File: src/rtl/mode_counter.sv
// mode_counter: up/down counter with a programmable inclusive limit and a
// synchronous load. At the end of the count it can wrap, saturate or stop
// once (one-shot). It also provides a terminal-count pulse, a sticky
// overflow flag and a registered compare match.
module mode_counter #(
  parameter int unsigned          WIDTH  = 32,
  parameter logic [WIDTH-1:0]     PRESET = '0
) (
  input  logic             clk,
  input  logic             reset,
  input  logic             en,
  input  logic             down,
  input  logic [1:0]       mode,
  input  logic             load,
  input  logic [WIDTH-1:0] load_val,
  input  logic [WIDTH-1:0] limit,
  input  logic [WIDTH-1:0] cmp_val,
  input  logic             ovf_clr,
  output logic [WIDTH-1:0] q,
  output logic             tc,
  output logic             ovf,
  output logic             cmp_match,
  output logic             running,
  output logic             done
);

  localparam logic [1:0] MODE_WRAP     = 2'd0;
  localparam logic [1:0] MODE_SATURATE = 2'd1;
  localparam logic [1:0] MODE_ONESHOT  = 2'd2;

  typedef enum logic [1:0] {
    IDLE = 2'd0,
    RUN  = 2'd1,
    DONE = 2'd2
  } state_t;

  state_t           state;
  state_t           state_next;
  logic [WIDTH-1:0] q_next;
  logic             tc_next;
  logic             ovf_next;
  logic             oneshot;
  logic             step_ok;
  logic             boundary;

  // Decide whether this edge takes a step and whether that step hits the end of the range
  always_comb begin
    oneshot  = (mode == MODE_ONESHOT);
    step_ok  = en && (!oneshot || (state == RUN));
    boundary = down ? (q == '0) : (q >= limit);
  end

  // Next-value logic: reset is handled in the register block; here load beats step
  always_comb begin
    q_next     = q;
    tc_next    = 1'b0;
    ovf_next   = ovf & ~ovf_clr;
    state_next = oneshot ? state : IDLE;

    if (load) begin
      q_next = load_val;
      if (oneshot) begin
        state_next = RUN;
      end
    end else if (step_ok) begin
      if (boundary) begin
        tc_next  = 1'b1;
        ovf_next = 1'b1;
        case (mode)
          MODE_SATURATE: q_next = q;
          MODE_ONESHOT: begin
            q_next     = q;
            state_next = DONE;
          end
          default:       q_next = down ? limit : '0;
        endcase
      end else begin
        q_next = down ? (q - WIDTH'(1)) : (q + WIDTH'(1));
      end
    end
  end

  // All outputs are registered; cmp_match and the state flags are taken from next values
  always_ff @(posedge clk) begin
    if (reset) begin
      q         <= PRESET;
      tc        <= 1'b0;
      ovf       <= 1'b0;
      cmp_match <= (PRESET == cmp_val);
      state     <= IDLE;
      running   <= 1'b0;
      done      <= 1'b0;
    end else begin
      q         <= q_next;
      tc        <= tc_next;
      ovf       <= ovf_next;
      cmp_match <= (q_next == cmp_val);
      state     <= state_next;
      running   <= (state_next == RUN);
      done      <= (state_next == DONE);
    end
  end

endmodule

File: config.mk
export PLATFORM = sky130hd
export DESIGN_NAME = mode_counter
export DESIGN_NICKNAME = d
export VERILOG_FILES = /design/src/rtl/mode_counter.sv
export SDC_FILE = /design/constraint.sdc
export NUM_CORES = 1
export LEC_CHECK = 0
export CAP_MARGIN = 30
export CORE_MARGIN = 2
export CORE_UTILIZATION = 28
export CTS_BUF_LIST = sky130_fd_sc_hd__clkbuf_4 sky130_fd_sc_hd__clkbuf_8 sky130_fd_sc_hd__clkbuf_16
export CTS_CLUSTER_DIAMETER = 120
export DETAILED_ROUTE_END_ITERATION = 12
export GPL_TIMING_DRIVEN = 0
export MAX_ROUTING_LAYER = met4
export PLACE_DENSITY_LB_ADDON = 0.2
export SLEW_MARGIN = 40
export SYNTH_ARGS = -nofsm -noshare
export SYNTH_HDL_FRONTEND = slang
export SYNTH_SLANG_ARGS = --single-unit
File: constraint.sdc
create_clock -name clk -period 5.2 [get_ports clk]
set_clock_uncertainty 0.1 [all_clocks]
set_input_delay 0.52 -clock clk [delete_from_list [all_inputs] [get_ports clk]]
set_output_delay 0.52 -clock clk [all_outputs]
set_load 0.02 [all_outputs]
==> results.cfg, run 1 <==
[min_path]
hold_class = reg -> reg

[synthesis]
async_reset_ff_share_pct = 0
synth-adder-area-share_pct = 12.78
synth-edff-count = 0
synthFlopType = dfxtp_1
synthMuxAreaShare_pct = 1.306
ys_seq_elements = 39
synth_seq_area_share_pct = 12.35
synth.distinct_cells = 76
syn_area_sq_um = 6322
synth_fp_nets = 1077
syn_inst = 909
synth_top_family_by_area = compound AO/OA/AOI/OAI gates
synth-compound-area-share_pct = 32.65
yosys_warnings = 0
synthXorXnorAreaFrac_pct = 8.173
synthSimpleGateAreaFrac_pct = 26.28
synth.avg_cell_area_sq_um = 6.955

[routing]
wire_per_inst_microns = 24.16
drc_errors = 0
drt_iter0_drc = 854
avgViaCountPerCell = 5.965
wirelength_mm = 32.23
postRouteAntennaNets = 0
dr.pass1.iters = 5
vias = 7957

[sta]
fin_crit_sh_pct = 99.14
timing.hold.ws_ns = 0.4804
finalHoldViolations = 0
timing.slew.headroom_pct = 42.11
period_minus_slack_ns = 5.155
tightest_slew_ns = 0.8617
finalSetupViolCount = 0
rsz0062_at_grt = no
fmax_mhz = 194.0
drv_slew = 0
worst_slack_ns = 0.04497

[worst_setup_path]
path_max_fanout = 36
crit_arrival_ns = 5.29
worstPathRequired_ns = 5.34
start_kind = primary input
critPathCaptureType = flop
critical_path_class = in -> reg

[layout]
utilization_pct = 37.24
syn_to_final_growth_pct = 29.72
register_area_sq_um = 780.7
final_cell_mix = 134 x clkdlybuf4s50_1, 100 x a21oi_1, 74 x nand2_1, 63 x ha_1, 59 x nor2_1
multi_input_area_sq_um = 5139
final.fill_count = 2390
stdcell_count = 1334
drive_above_1_share_pct = 2.662
final_common_cell = clkdlybuf4s50_1
final_net_count = 1219

[clock_tree]
numCtsBuffers = 5
clock_latency_ns = 0.30
clock_path_buffers = 2
htree_num_levels = 2
post_cts_buffers = 0
cts.sinks = 39
path_clk_slew_ns = 0.07
postCtsHoldBufs = 0
cts-root-buf = clkbuf_16
ctsResizeCount = 0
cts_tree = done

[power_and_ir_drop]
ir_drop_mv = 0.1145
leakage_nw = 3.287
powerDensity_nw_per_um2 = 202.2

[placed_design]
placed_cells = 1324
hpwl_mm = 25.74
numPortBuffers = 135
post-place-ws_ns = -0.1047
place_congestion = 0.9972

[run_status]
run_status = finished, final reports clean

[grt]
track_usage_pct = 26.78
antenna_found_initial = 2
grt_start_max_net_pins = 37
grt_pass1_wl_mm = 46.67
grt_pass1_vias = 7495
grt_overflow = 0

[die]
fp.dieArea_sq_um = 23800
num_rows = 54
dieWidth_microns = 154.3
core_area_sq_um = 22030
ios = 141
die_h_microns = 154.3
start_util_pct = 28.70

[run]
maxCapViolCount = 0
## state kept, by name, indices dropped and copies added, names as in the netlist
register and count:
done 1, cmp_match 1, running 1, ovf 1, tc 1, state 2
q 32
## metrics by stage
step,TNS [ns],instance area (sq um),power (W)
global placement,-8.921,8024,0.001264
floorplan,0,6322,0.0008918
finish,0,8202,0.001658
global route,0,8202,0.001742
CTS,0,8195,0.001638
detailed placement,-0.3739,8026,0.001258
## synthesized netlist by cell type (9+ instances only)
master / number / area, sq um
nand3_1: 27 / 135.1
ha_1: 63 / 788.3
a211oi_1: 18 / 135.1
dfxtp_1: 39 / 780.8
nor2_1: 59 / 221.5
a21oi_1: 100 / 500.5
o21ai_0: 56 / 280.3
inv_1: 57 / 214.0
xnor2_1: 36 / 315.3
or3_1: 11 / 68.82
nand4_1: 19 / 118.9
xor2_1: 23 / 201.4
nor2b_1: 12 / 75.07
o211ai_1: 9 / 67.56
a21o_1: 12 / 90.09
nand2_1: 74 / 277.8
nor3_1: 24 / 120.1
and3_1: 28 / 175.2
o21ai_1: 11 / 55.05
clkbuf_1: 43 / 161.4
nor4_1: 19 / 118.9
nand2b_1: 17 / 106.4
## metal layers
| metal | global-route usage, % | up-vias | wire length (microns) |
|---|---|---|---|
| li1 | - | 3703 | - |
| met1 | 36.14 | 3758 | 14450 |
| met2 | 39.93 | 432 | 13730 |
| met3 | 5.912 | 64 | 3081 |
| met4 | 8.201 | 0 | 972 |
| met5 | - | - | 0 |
## cells by family (layout without fill, tap and decap cells)
kind of cell,Yosys count,after routing
muxes,8,8
adders and majority gates,64,64
xor gates and xnor gates,59,59
DFF,39,39
buffers and inverters,106,249
AOI/OAI and AO/OA,312,312
other,0,2
and+or+nand+nor,321,321
## power by group
| part | internal (W) | switching, W | leakage, nW |
|---|---|---|---|
| clock network | 0.000227 | 0.000149 | 0.0838 |
| logic | 0.000363 | 0.000531 | 2.88 |
| registers | 0.000320 | 0.0000680 | 0.322 |
## critical path, stage by stage
cell      delay [ns]
buf_4           0.43
ha_1            0.37
a211oi_1        0.60
o211ai_1        0.26
a32oi_1         0.51
o31ai_1         0.32
and3b_1         0.28
o41ai_1         0.53
o211ai_1        0.23
a2111o_1        0.45
nor4_2          0.24
and4_1          0.27
nand4_1         0.09
o21ai_1         0.15
## area by class of cell
cell class	instances	area share (%)
Clock buffer	5	1.526
Tap cell	280	4.272
Antenna cell	2	0.06102
Sequential cell	39	9.519
Buffer	49	2.380
Multi-Input combinational cell	764	62.65
Clock inverter	3	0.5339
Timing Repair Buffer	135	16.45
Inverter	57	2.609
## path summary, 6_finish.rpt
| path | start | to | slack [ns] | cells past startpoint |
|---|---|---|---|---|
| worst max-delay path | down | cmp_match | 0.04 | 14 |
| worst min-delay path | state[0] | state[0] | 0.48 | 2 |
| worst max register to register | q[1] | cmp_match | 0.18 | 13 |
| worst min register to register | state[0] | state[0] | 0.48 | 2 |
No activity file was read; power rests on OpenSTA's default activity.
==> run 2, diff against run 1 <==
- clock period: 5.2 -> 5.5 ns (I/O delays scaled with it)
==> run 2 against run 1 <==
  * Wire length is 0.12% higher
  * Cell area hardly changed
  * Via count is 0.46% higher
  * Worst setup slack better by 0.30 ns
  * Utilization hardly changed
  * Final cell count stayed put
  * Die area stayed put
  * Critical path type unchanged
  * Highest routed layer unchanged
==> results.cfg, run 2 (same netlist as run 1, synthesis figures left out) <==
[worst_setup_path]
crit_family = buffers and inverters
critical_path_class = in -> reg
cp_num_cells = 10
worstPathCellList = clkdlybuf4s50_1 -> clkbuf_1 -> clkbuf_1 -> buf_1 -> clkbuf_1 -> clkbuf_1 -> clkbuf_1 -> buf_1 -> nand2_1 -> a21oi_1
start_kind = primary input
path_max_fanout = 10
worstPathRequired_ns = 5.62
path_buf_inv = 8
crit_arrival_ns = 5.28
ff2ff_path_depth = 13
critPathCaptureType = flop
critPathSlowestCell = buf_1
reg2reg_slack_ns = 0.54
cpMostUsedCell = clkbuf_1
cpPeakStageDelay_ns = 0.62

[placed_design]
dpl_cell_area_sq_um = 8026
place_congestion = 0.9972
hpwl_mm = 25.74
numPortBuffers = 135
post-place-ws_ns = 0.1653

[sta]
timing.slew.headroom_pct = 43.49
tightest_slew_ns = 0.8411
finalHoldViolations = 0
period_minus_slack_ns = 5.152
drv_slew = 0
worst_slack_ns = 0.3485
finalSetupViolCount = 0
fmax_mhz = 194.1
fin_crit_sh_pct = 93.66
rsz0062_at_grt = no

[routing]
drt_iter0_drc = 846
dr.pass1.iters = 5
wire_per_inst_microns = 24.19
wirelength_mm = 32.27
postRouteAntennaNets = 0
drc_errors = 0
avgViaCountPerCell = 5.993
vias = 7994

[power_and_ir_drop]
leakage_nw = 3.284
powerDensity_nw_per_um2 = 191.1
ir_drop_mv = 0.1083

[grt]
track_usage_pct = 26.78
antenna_found_initial = 2
grt_use_met1_pct = 36.14
top_usage_layer = met2
met3_usage_pct = 5.912
grt_pass1_wl_mm = 46.67
grt_use_met2_pct = 39.93
grt_overflow = 0
grt_pass1_vias = 7495
grt_start_max_net_pins = 37

[clock_tree]
cts.sinks = 39
path_clk_slew_ns = 0.07
clock_latency_ns = 0.30
clock_path_buffers = 2
numCtsBuffers = 5
post_cts_buffers = 0
htree_num_levels = 2
cts-root-buf = clkbuf_16
ctsResizeCount = 0
postCtsHoldBufs = 0
cts_tree = done

[layout]
top_register = q
final_net_count = 1219
final_common_cell = clkdlybuf4s50_1
register_area_sq_um = 780.7
fin_area_sq_um = 8200
multi_input_area_sq_um = 5139
utilization_pct = 37.23
final.fill_count = 2391
final_cell_mix = 134 x clkdlybuf4s50_1, 100 x a21oi_1, 74 x nand2_1, 63 x ha_1, 59 x nor2_1
largest_reg_flops = 32
drive_above_1_share_pct = 2.567
reg_top3 = q x32, state x2
syn_to_final_growth_pct = 29.71

[run]
maxCapViolCount = 0

[die]
core_area_sq_um = 22030
num_rows = 54
fp.dieArea_sq_um = 23800
start_util_pct = 28.70
dieWidth_microns = 154.3
die_h_microns = 154.3
ios = 141

[run_status]
run_status = finished, final reports clean

[min_path]
hold_class = reg -> reg
min_path_cells = 2
-- run 2: cell types whose count changed in the layout (fill, tap and decap cells not counted) --
cell      before  now
buf_1          2    3
clkbuf_2       1    0
-- run 2: area by class of cell --
cell class,instances,share of cell area [%]
clock buffer,5,1.526
timing repair buffer,135,16.45
inverter,57,2.609
tap,280,4.272
clock inverter,3,0.5340
sequential,39,9.521
antenna,2,0.06103
buffer,49,2.365
multi-input combinational,764,62.66
-- run 2: final timing paths --
path | startpoint | end
worst max-delay path | load | q[11]
worst min-delay path | state[0] | state[0]
worst max register to register | q[1] | cmp_match
worst min register to register | state[0] | state[0]
-- run 2: through the flow --
stage | hold slack [ns] | total power, W | instances | setup TNS, ns
2_1_floorplan | 0.4209 | 0.0008431 | 909 | 0
3_3_place_gp | 0.4607 | 0.001195 | 1324 | -3.151
3_5_place_dp | 0.4560 | 0.001190 | 1324 | 0
4_1_cts | 0.4728 | 0.001549 | 1332 | 0
5_1_grt | 0.5359 | 0.001646 | 1334 | 0
6_report | 0.4810 | 0.001567 | 1334 | 0
-- run 2: where the power goes --
part           total, W  internal [W]  switching [W]
clock network  0.000355      0.000215       0.000140
logic          0.000845      0.000343       0.000502
registers      0.000367      0.000303      0.0000642
-- run 2: metal layers --
metal  vias to the layer above  wire length [microns]
met4                         0                   1005
li1                       3702                      -
met5                         -                      0
met3                        65                   3021
met1                      3786                  14560
met2                       441                  13680
-- run 2: worst register-to-register path, stage by stage, from the launching register on --
cell and delay [ns]:
dfxtp_1 0.46, fa_1 0.49, a211oi_1 0.57, o211ai_1 0.26, a32oi_1 0.51, o31ai_1 0.29, and3b_1 0.27, o41ai_1 0.51
o211ai_1 0.23, a2111o_1 0.44, nor4_2 0.25, and4_1 0.27, nand4_1 0.09, o21ai_1 0.15
